--- src/rtl/thermo_word_loader_if.sv ---
// Bundle for the count stream (in_*) and the nine-word thermometer bank (out_*, A..I).
// Master is the upstream/downstream environment; slave is the loader.
interface thermo_word_loader_if #(
  parameter int unsigned WIDTH = 16,
  parameter int unsigned CW    = 5
);
  logic             in_valid;
  logic             in_ready;
  logic [CW-1:0]    in_count;
  logic             out_valid;
  logic             out_ready;
  logic [WIDTH-1:0] A, B, C, D, E, F, G, H, I;

  modport master (
    output in_valid, in_count, out_ready,
    input  in_ready, out_valid, A, B, C, D, E, F, G, H, I
  );

  modport slave (
    input  in_valid, in_count, out_ready,
    output in_ready, out_valid, A, B, C, D, E, F, G, H, I
  );
endinterface

--- src/rtl/thermo_word_loader.sv ---
// Converts a handshaked stream of ones-counts into thermometer words and
// gathers nine of them into a bank presented with out_valid/out_ready.
module thermo_word_loader #(
  parameter int unsigned WIDTH  = 16,
  parameter int unsigned NWORDS = 9,
  parameter int unsigned CW     = 5
) (
  input  logic                 clk,
  input  logic                 rst_n,
  input  logic                 clr,
  thermo_word_loader_if.slave  bus,
  output logic [3:0]           fill_level,
  output logic                 sat_err
);

  localparam int unsigned IDXW = 4;

  typedef enum logic [0:0] {FILL = 1'b0, HOLD = 1'b1} state_e;

  state_e           state_q, state_d;
  logic [IDXW-1:0]  idx_q, idx_d;
  logic [WIDTH-1:0] words_q [NWORDS];
  logic [WIDTH-1:0] words_d [NWORDS];
  logic             sat_q, sat_d;
  logic             in_ready_q, in_ready_d;
  logic             out_valid_q, out_valid_d;
  logic [WIDTH-1:0] therm_c;
  logic             over_c;

  // Bit i is set when count exceeds i; counts above WIDTH saturate naturally.
  always_comb begin
    therm_c = '0;
    for (int i = 0; i < int'(WIDTH); i++) begin
      therm_c[i] = (bus.in_count > CW'(i));
    end
    over_c = (bus.in_count > CW'(WIDTH));
  end

  always_ff @(posedge clk or negedge rst_n) begin
    if (!rst_n) begin
      state_q     <= FILL;
      idx_q       <= '0;
      sat_q       <= 1'b0;
      in_ready_q  <= 1'b0;
      out_valid_q <= 1'b0;
      for (int i = 0; i < int'(NWORDS); i++) words_q[i] <= '0;
    end else begin
      state_q     <= state_d;
      idx_q       <= idx_d;
      sat_q       <= sat_d;
      in_ready_q  <= in_ready_d;
      out_valid_q <= out_valid_d;
      for (int i = 0; i < int'(NWORDS); i++) words_q[i] <= words_d[i];
    end
  end

  // Next state; clr takes precedence over any same-cycle handshake.
  always_comb begin
    state_d = state_q;
    idx_d   = idx_q;
    sat_d   = sat_q;
    for (int i = 0; i < int'(NWORDS); i++) words_d[i] = words_q[i];

    if (clr) begin
      state_d = FILL;
      idx_d   = '0;
      sat_d   = 1'b0;
      for (int i = 0; i < int'(NWORDS); i++) words_d[i] = '0;
    end else begin
      case (state_q)
        FILL: begin
          if (bus.in_valid && in_ready_q) begin
            for (int i = 0; i < int'(NWORDS); i++) begin
              if (idx_q == IDXW'(i)) words_d[i] = therm_c;
            end
            idx_d = idx_q + IDXW'(1);
            sat_d = sat_q | over_c;
            if (idx_q == IDXW'(NWORDS - 1)) state_d = HOLD;
          end
        end
        HOLD: begin
          if (out_valid_q && bus.out_ready) begin
            state_d = FILL;
            idx_d   = '0;
          end
        end
        default: state_d = FILL;
      endcase
    end

    in_ready_d  = (state_d == FILL);
    out_valid_d = (state_d == HOLD);
  end

  assign bus.in_ready  = in_ready_q;
  assign bus.out_valid = out_valid_q;
  assign bus.A = words_q[0];
  assign bus.B = words_q[1];
  assign bus.C = words_q[2];
  assign bus.D = words_q[3];
  assign bus.E = words_q[4];
  assign bus.F = words_q[5];
  assign bus.G = words_q[6];
  assign bus.H = words_q[7];
  assign bus.I = words_q[8];
  assign fill_level = idx_q;
  assign sat_err    = sat_q;

endmodule

--- src/flat_wrapper.sv ---
// flat-port wrapper written by rule: the top's interface ports become plain ports
module thermo_word_loader_flat 
#(
  parameter int unsigned WIDTH  = 16,
  parameter int unsigned NWORDS = 9,
  parameter int unsigned CW     = 5
)
  (clk, rst_n, clr, fill_level, sat_err, bus_in_valid, bus_in_count, bus_out_ready, bus_in_ready, bus_out_valid, bus_A, bus_B, bus_C, bus_D, bus_E, bus_F, bus_G, bus_H, bus_I);
  thermo_word_loader_if #(.WIDTH(WIDTH), .CW(CW)) bus_i ();
  input  logic clk;
  input  logic rst_n;
  input  logic clr;
  output logic [3:0] fill_level;
  output logic sat_err;
  input wire logic [$bits(bus_i.in_valid)-1:0] bus_in_valid;
  input wire logic [$bits(bus_i.in_count)-1:0] bus_in_count;
  input wire logic [$bits(bus_i.out_ready)-1:0] bus_out_ready;
  output wire logic [$bits(bus_i.in_ready)-1:0] bus_in_ready;
  output wire logic [$bits(bus_i.out_valid)-1:0] bus_out_valid;
  output wire logic [$bits(bus_i.A)-1:0] bus_A;
  output wire logic [$bits(bus_i.B)-1:0] bus_B;
  output wire logic [$bits(bus_i.C)-1:0] bus_C;
  output wire logic [$bits(bus_i.D)-1:0] bus_D;
  output wire logic [$bits(bus_i.E)-1:0] bus_E;
  output wire logic [$bits(bus_i.F)-1:0] bus_F;
  output wire logic [$bits(bus_i.G)-1:0] bus_G;
  output wire logic [$bits(bus_i.H)-1:0] bus_H;
  output wire logic [$bits(bus_i.I)-1:0] bus_I;
  assign bus_i.in_valid = bus_in_valid;
  assign bus_i.in_count = bus_in_count;
  assign bus_i.out_ready = bus_out_ready;
  assign bus_in_ready = bus_i.in_ready;
  assign bus_out_valid = bus_i.out_valid;
  assign bus_A = bus_i.A;
  assign bus_B = bus_i.B;
  assign bus_C = bus_i.C;
  assign bus_D = bus_i.D;
  assign bus_E = bus_i.E;
  assign bus_F = bus_i.F;
  assign bus_G = bus_i.G;
  assign bus_H = bus_i.H;
  assign bus_I = bus_i.I;
  thermo_word_loader #(.WIDTH(WIDTH), .NWORDS(NWORDS), .CW(CW)) u_core (.clk(clk), .rst_n(rst_n), .clr(clr), .bus(bus_i), .fill_level(fill_level), .sat_err(sat_err));
endmodule
--- config.mk ---
export PLATFORM = sky130hd
export DESIGN_NAME = thermo_word_loader_flat
export DESIGN_NICKNAME = d
export VERILOG_FILES = /design/src/rtl/thermo_word_loader_if.sv /design/src/rtl/thermo_word_loader.sv /design/src/flat_wrapper.sv
export SDC_FILE = /design/constraint.sdc
export NUM_CORES = 1
export LEC_CHECK = 0
export BUFFER_PORTS_ARGS = -buffer_cell sky130_fd_sc_hd__buf_2
export CORE_MARGIN = 2
export CORE_UTILIZATION = 40
export DETAILED_ROUTE_END_ITERATION = 10
export GPL_ROUTABILITY_DRIVEN = 1
export GPL_TIMING_DRIVEN = 0
export HOLD_SLACK_MARGIN = 0.02
export PLACE_DENSITY_LB_ADDON = 0.08
export SLEW_MARGIN = 15
export SYNTH_ARGS = -nofsm -noshare
export SYNTH_HDL_FRONTEND = slang
export SYNTH_SLANG_ARGS = --single-unit
--- constraint.sdc ---
create_clock -name clk -period 1.7 [get_ports clk]
set_clock_uncertainty 0.1 [all_clocks]
set_input_delay 0.085 -clock clk [delete_from_list [all_inputs] [get_ports clk]]
set_output_delay 0.085 -clock clk [all_outputs]
set_load 0.05 [all_outputs]
==> Word-level counts from Yosys, hierarchy flattened <==
Index checks and enable logic that the tools add are counted.
{ "totals": {"reg_bits": 151, "in_bits": 10, "out_inout_bits": 151, "word_cells": 93} }
{ "classes": {"n_addsub": 1, "n_lt_le_gt_ge": 17, "eq_ne": 11, "mux": 24, "bitwise": 3, "reduce_logical": 24} }
{ "ops": {"columns": ["op", "n"], "rows": [
  ["$mux 144", 3],
  ["$mux 16", 9],
  ["$gt 5x4->1 const B", 8],
  ["$reduce_and 3->1", 9],
  ["$gt 5x3->1 const B", 4],
  ["$reduce_bool 2->1", 10],
  ["$eq 4x3->1 const B", 4],
  ["$mux 4", 3],
  ["$gt 5x1->1 const B", 2],
  ["$gt 5x2->1 const B", 2],
  ["$eq 4x2->1 const B", 2],
  ["$pmux 4 s2", 1],
  ["$mux 1", 7],
  ["$gt 5x5->1 const B", 1],
  ["$add 4x1->4 const B", 1],
  ["$eq 4x1->1 const B", 1],
  ["$eq 4x4->1 const B", 1],
  ["$logic_not 4->1", 1],
  ["$reduce_and 2->1", 2],
  ["$ne 3x2->1 const B", 1],
  ["$ne 3x3->1 const B", 1],
  ["$logic_and 1x1->1", 2],
  ["$ne 2x2->1 const B", 1],
  ["$not 1->1", 2],
  ["2 further kinds", 2]
]} }

==> Depth between registers and ports, before layout <==
{ "logic_depth": {"ltp_word": 6, "ltp_mapped": 7, "mapped_depth_nobuf": 5} }

==> Worst setup path before layout <==
No wires, ideal clock.
{ "synth_timing": {"path_kind": "register to register", "from": "reg u_core.idx_q[0], in the netlist u_core.fill_level[0]", "to": "reg u_core.words_q (netlist bit u_core.bus.E[12])", "setup_time_ns": 0.094, "t_arrival_ns": 1.872, "t_required_ns": 1.506, "setup_slack_ns": -0.366, "stages_incl_launch_ff": 8, "n_path_buf": 2, "period_less_slack_ns": 2.066, "path_cell_list": "dfrtp_1 inv_1 ha_1 nor2b_1 buf_2 and2_1 buf_1 a211oi_1"} }
{ "synth_between": {"elab_chain_cells": 3} }
{ "synth_lines": {"columns": ["item", "line", "text"], "rows": [
  ["from (decl)", "thermo_word_loader.sv:21", "logic [IDXW-1:0] idx_q, idx_d;"],
  ["from (signal assigned)", "thermo_word_loader.sv:49", "idx_q <= idx_d;"],
  ["$eq 4x3->1", "thermo_word_loader.sv:74", "if (idx_q == IDXW'(i)) words_d[i] = therm_c;"],
  ["$reduce_bool 2->1 (no line)", null, null],
  ["$reduce_and 3->1 (no line)", null, null],
  ["to (decl)", "thermo_word_loader.sv:22", "logic [WIDTH-1:0] words_q [NWORDS];"]
]} }
No other way between the ends.
A chain may end at the register's enable or synchronous reset.

==> Worst setup path after layout <==
{ "layout_timing": {"from": "reg u_core.idx_q[1], in the netlist u_core.fill_level[1]", "to": "reg u_core.words_q (netlist bit u_core.bus.F[14])"} }
Same word-level chain as after synthesis.

==> results.py <==
metrics = {
    "routing": {
        "vias_per_cell": 5.49,
        "final_antenna_net_count": 0,
        "detail_route.iter0.violations": 275,
        "totalWireLength_mm": 21.2,
        "avgRoutedWirePerCell_um": 21.2,
        "drtPass1Iterations": 4,
        "drc": 0,
        "num_vias": 5503,
    },
    "yosys": {
        "synthTopCellsByCount": "dfrtp_1 (151), a21oi_1 (93), a211oi_1 (92)",
        "yosys-top-cells-area": "dfrtp_1 (58%), a211oi_1 (11%), mux2i_1 (8.3%)",
        "synthAdderAreaFrac": 0.00772,
        "synth_seq_cells": 151,
        "yosysMostFrequentCell": "dfrtp_1",
        "synthesis.nets": 592,
        "async_flop_share": 1.00,
        "synth_largest_area_cell": "dfrtp_1",
        "synth_ff_type": "dfrtp_1",
        "synth_xor_area_frac": 0,
        "synth.distinct_cells": 41,
        "avgSynthCellArea_um2": 11.2,
        "synth_edf_count": 0,
        "yosys_warnings": 0,
        "synth_top_family_by_area": "compound AO/OA/AOI/OAI gates",
        "synthCells": 578,
        "synth.top_cell.area_share": 0.583,
        "synth-compound-area-share": 0.204,
        "synthSimpleGateAreaFrac": 0.0753,
        "syn_area_um2": 6480,
        "synthMuxAreaShare": 0.0834,
        "yosysSeqAreaShare": 0.583,
    },
    "critical_path": {
        "reg2reg_slack_ns": -0.006,
        "critPathArrivalTime_ns": 1.93,
        "r2r_end": "u_core.bus.F[14]",
        "required_ns": 1.92,
        "endpoint_kind": "flop",
        "reg2regPathDepth": 7,
        "crit_fanout": 10,
        "cp-start-kind": "flop",
        "rr_startpoint": "u_core.fill_level[1]",
        "path_class": "flop to flop",
    },
    "timing": {
        "period_share": 1.00,
        "slew_violations": 0,
        "whs_ns": 0.123,
        "period_needed_ns": 1.71,
        "slew-limit-headroom": 0.242,
        "grt_setup_unrepaired": "true",
        "setup_ws_ns": -0.00622,
        "setup_violations": 1,
        "max_freq_mhz": 586,
        "worstMarginPinSlew_ns": 1.13,
        "tns_ns": -0.00622,
        "hold_viol": 0,
    },
    "clock_tree": {
        "cts.sink_count": 151,
        "tritoncts": "built",
        "cts_buffers": 17,
        "clk_pin_slew_worst_paths_ns": 0.06,
        "cts.path.max_buffers": 2,
        "htree_levels": 4,
        "cts-root-buf": "clkbuf_16",
        "clk_latency_ns": 0.42,
    },
    "floorplanning": {
        "die_h_um": 131,
        "fp.dieW_um": 131,
        "start_util": 0.408,
        "dieArea_um2": 17200,
        "io_pins": 161,
        "rows": 46,
        "coreArea_um2": 15900,
    },
    "grt": {
        "track_usage": 0.246,
        "first_global_vias": 5665,
        "grt_max_degree": 80,
        "grt_first_pass_wirelength_mm": 32.9,
        "grt_antenna_before_repair": 0,
        "overflow": 0,
    },
    "layout": {
        "area_delta_synth_final_pct": 41.9,
        "fillCellCount": 1381,
        "utilization": 0.579,
        "fin_nets": 787,
        "drive_gt1_frac": 0.462,
        "n_antenna_cell": 0,
    },
    "power": {
        "peakVddDrop_uv": 729,
        "p_leak_nw": 4.62,
        "total_power_mw": 9.23,
        "power_density_nw_per_um2": 1000,
    },
    "worst_hold_path": {
        "hold_class": "input pin to async pin",
    },
    "run_status": {
        "status": "complete, but fails checks",
        "violations": "setup timing",
    },
    "placement": {
        "port_buffers": 155,
        "place.gp.congestion": 0.820,
        "place_hpwl_mm": 14.3,
    },
    "job": {
        "maxCapViolCount": 0,
    },
}
## layout make-up
class                   count  area, µm²  share of cell area
clock buffers              22        484              0.0526
well taps                 216        270              0.0294
inverters                   5       18.8             0.00204
repair buffers            180       1050               0.114
plain buffers              55        493              0.0536
clock inverters            10        189              0.0205
flip-flops and latches    151       3790               0.411
multi-input cells         363       2910               0.316
## per-layer routing
layer,part of all wire,global-route usage
met1,0.41,0.314
met2,0.50,0.401
met3,0.063,0.0637
met4,0.022,0.101
met5,0,0
## critical path, cell delays in order (launching register included)
cell and delay (ns):
dfrtp_2 0.43, inv_2 0.09, ha_1 0.16, nor2b_4 0.20
buf_6 0.18, buf_8 0.16, a21oi_1 0.08, a211oi_1 0.22
## timing repair
item | in CTS | in global routing
endpoints found under the setup margin | 120 | 113
gates cloned | 1 | 2
hold buffers | 4 | 0
pin swaps | 4 | 7
setup buffers | 11 | 5
endpoints found under the hold margin | 79 | 0
resized for setup | 31 | 48
## where the power goes
part / total, mW / switching, mW / internal, mW
registers: 3.73 / 0.0518 / 3.68
logic: 1.22 / 0.872 / 0.349
clock network: 4.28 / 1.50 / 2.77
total: 9.23 / 2.43 / 6.80
## cells by family (layout without fill, tap and decap cells)
kind of cell,Yosys count,after routing
compound gates,204,204
flops,151,151
mux,54,54
simple gates,101,101
buf+inv,64,272
fa+ha+maj,4,4
## cells in the final DEF, fill, tap and decap left out, types with 3 or more instances in the layout
master         Yosys  final
buf_4              1     16
o21ai_2            3      3
dfrtp_1          151    145
inv_2              1      3
a31oi_2            2      4
dlygate4sd3_1      0      4
a21oi_1           93     72
a211oi_1          92     36
and2_1            11      5
a211oi_4           0      3
buf_12             0      3
dfrtp_2            0      6
and2_4             0      6
a21oi_2            2     23
mux2i_1           54     54
nand3_1            3      3
bufinv_16          0      5
clkbuf_8           0      6
buf_2             14    158
nor2b_4            0      4
buf_8              0     10
nand2_1           65     63
clkbuf_1          35     21
a211oi_2           1     54
clkbuf_16          0     18
buf_6              6     17
nand2_4            0      3
nand2_2            4      3
## worst max-delay path by stage
stage,end,start,depth (start not counted)
after global routing,u_core.bus.F[14],u_core.fill_level[1],7
after global placement,u_core.bus.in_ready,rst_n,1
final,u_core.bus.F[14],u_core.fill_level[1],7
after floorplan,u_core.bus.A[12],u_core.fill_level[0],7
after CTS,u_core.bus.E[12],u_core.fill_level[0],7
after detailed placement,u_core.bus.H[2],bus_in_count[4],5
## through the flow
step	area (µm²)	instances	worst slack [ns]
after floorplan	6920	578	-0.0427
after global placement	7970	949	-1.99
after detailed placement	8040	951	-0.432
after CTS	9010	997	0.00150
after global routing	9200	1002	-0.0429
final	9200	1002	-0.00622
## flip-flops by register name, summed over array words and instances (netlist names)
| name | cells |
|---|---|
| u_core.fill_level | 4 |
| u_core.bus.in_ready | 1 |
| u_core.bus.A | 16 |
| u_core.bus.D | 16 |
| u_core.bus.I | 16 |
| u_core.bus.G | 16 |
| u_core.bus.H | 16 |
| u_core.bus.C | 16 |
| u_core.bus.B | 16 |
| u_core.sat_err | 1 |
| u_core.bus.F | 16 |
| u_core.state_q | 1 |
| u_core.bus.E | 16 |
Note: power is estimated with default switching activity, not from simulation.
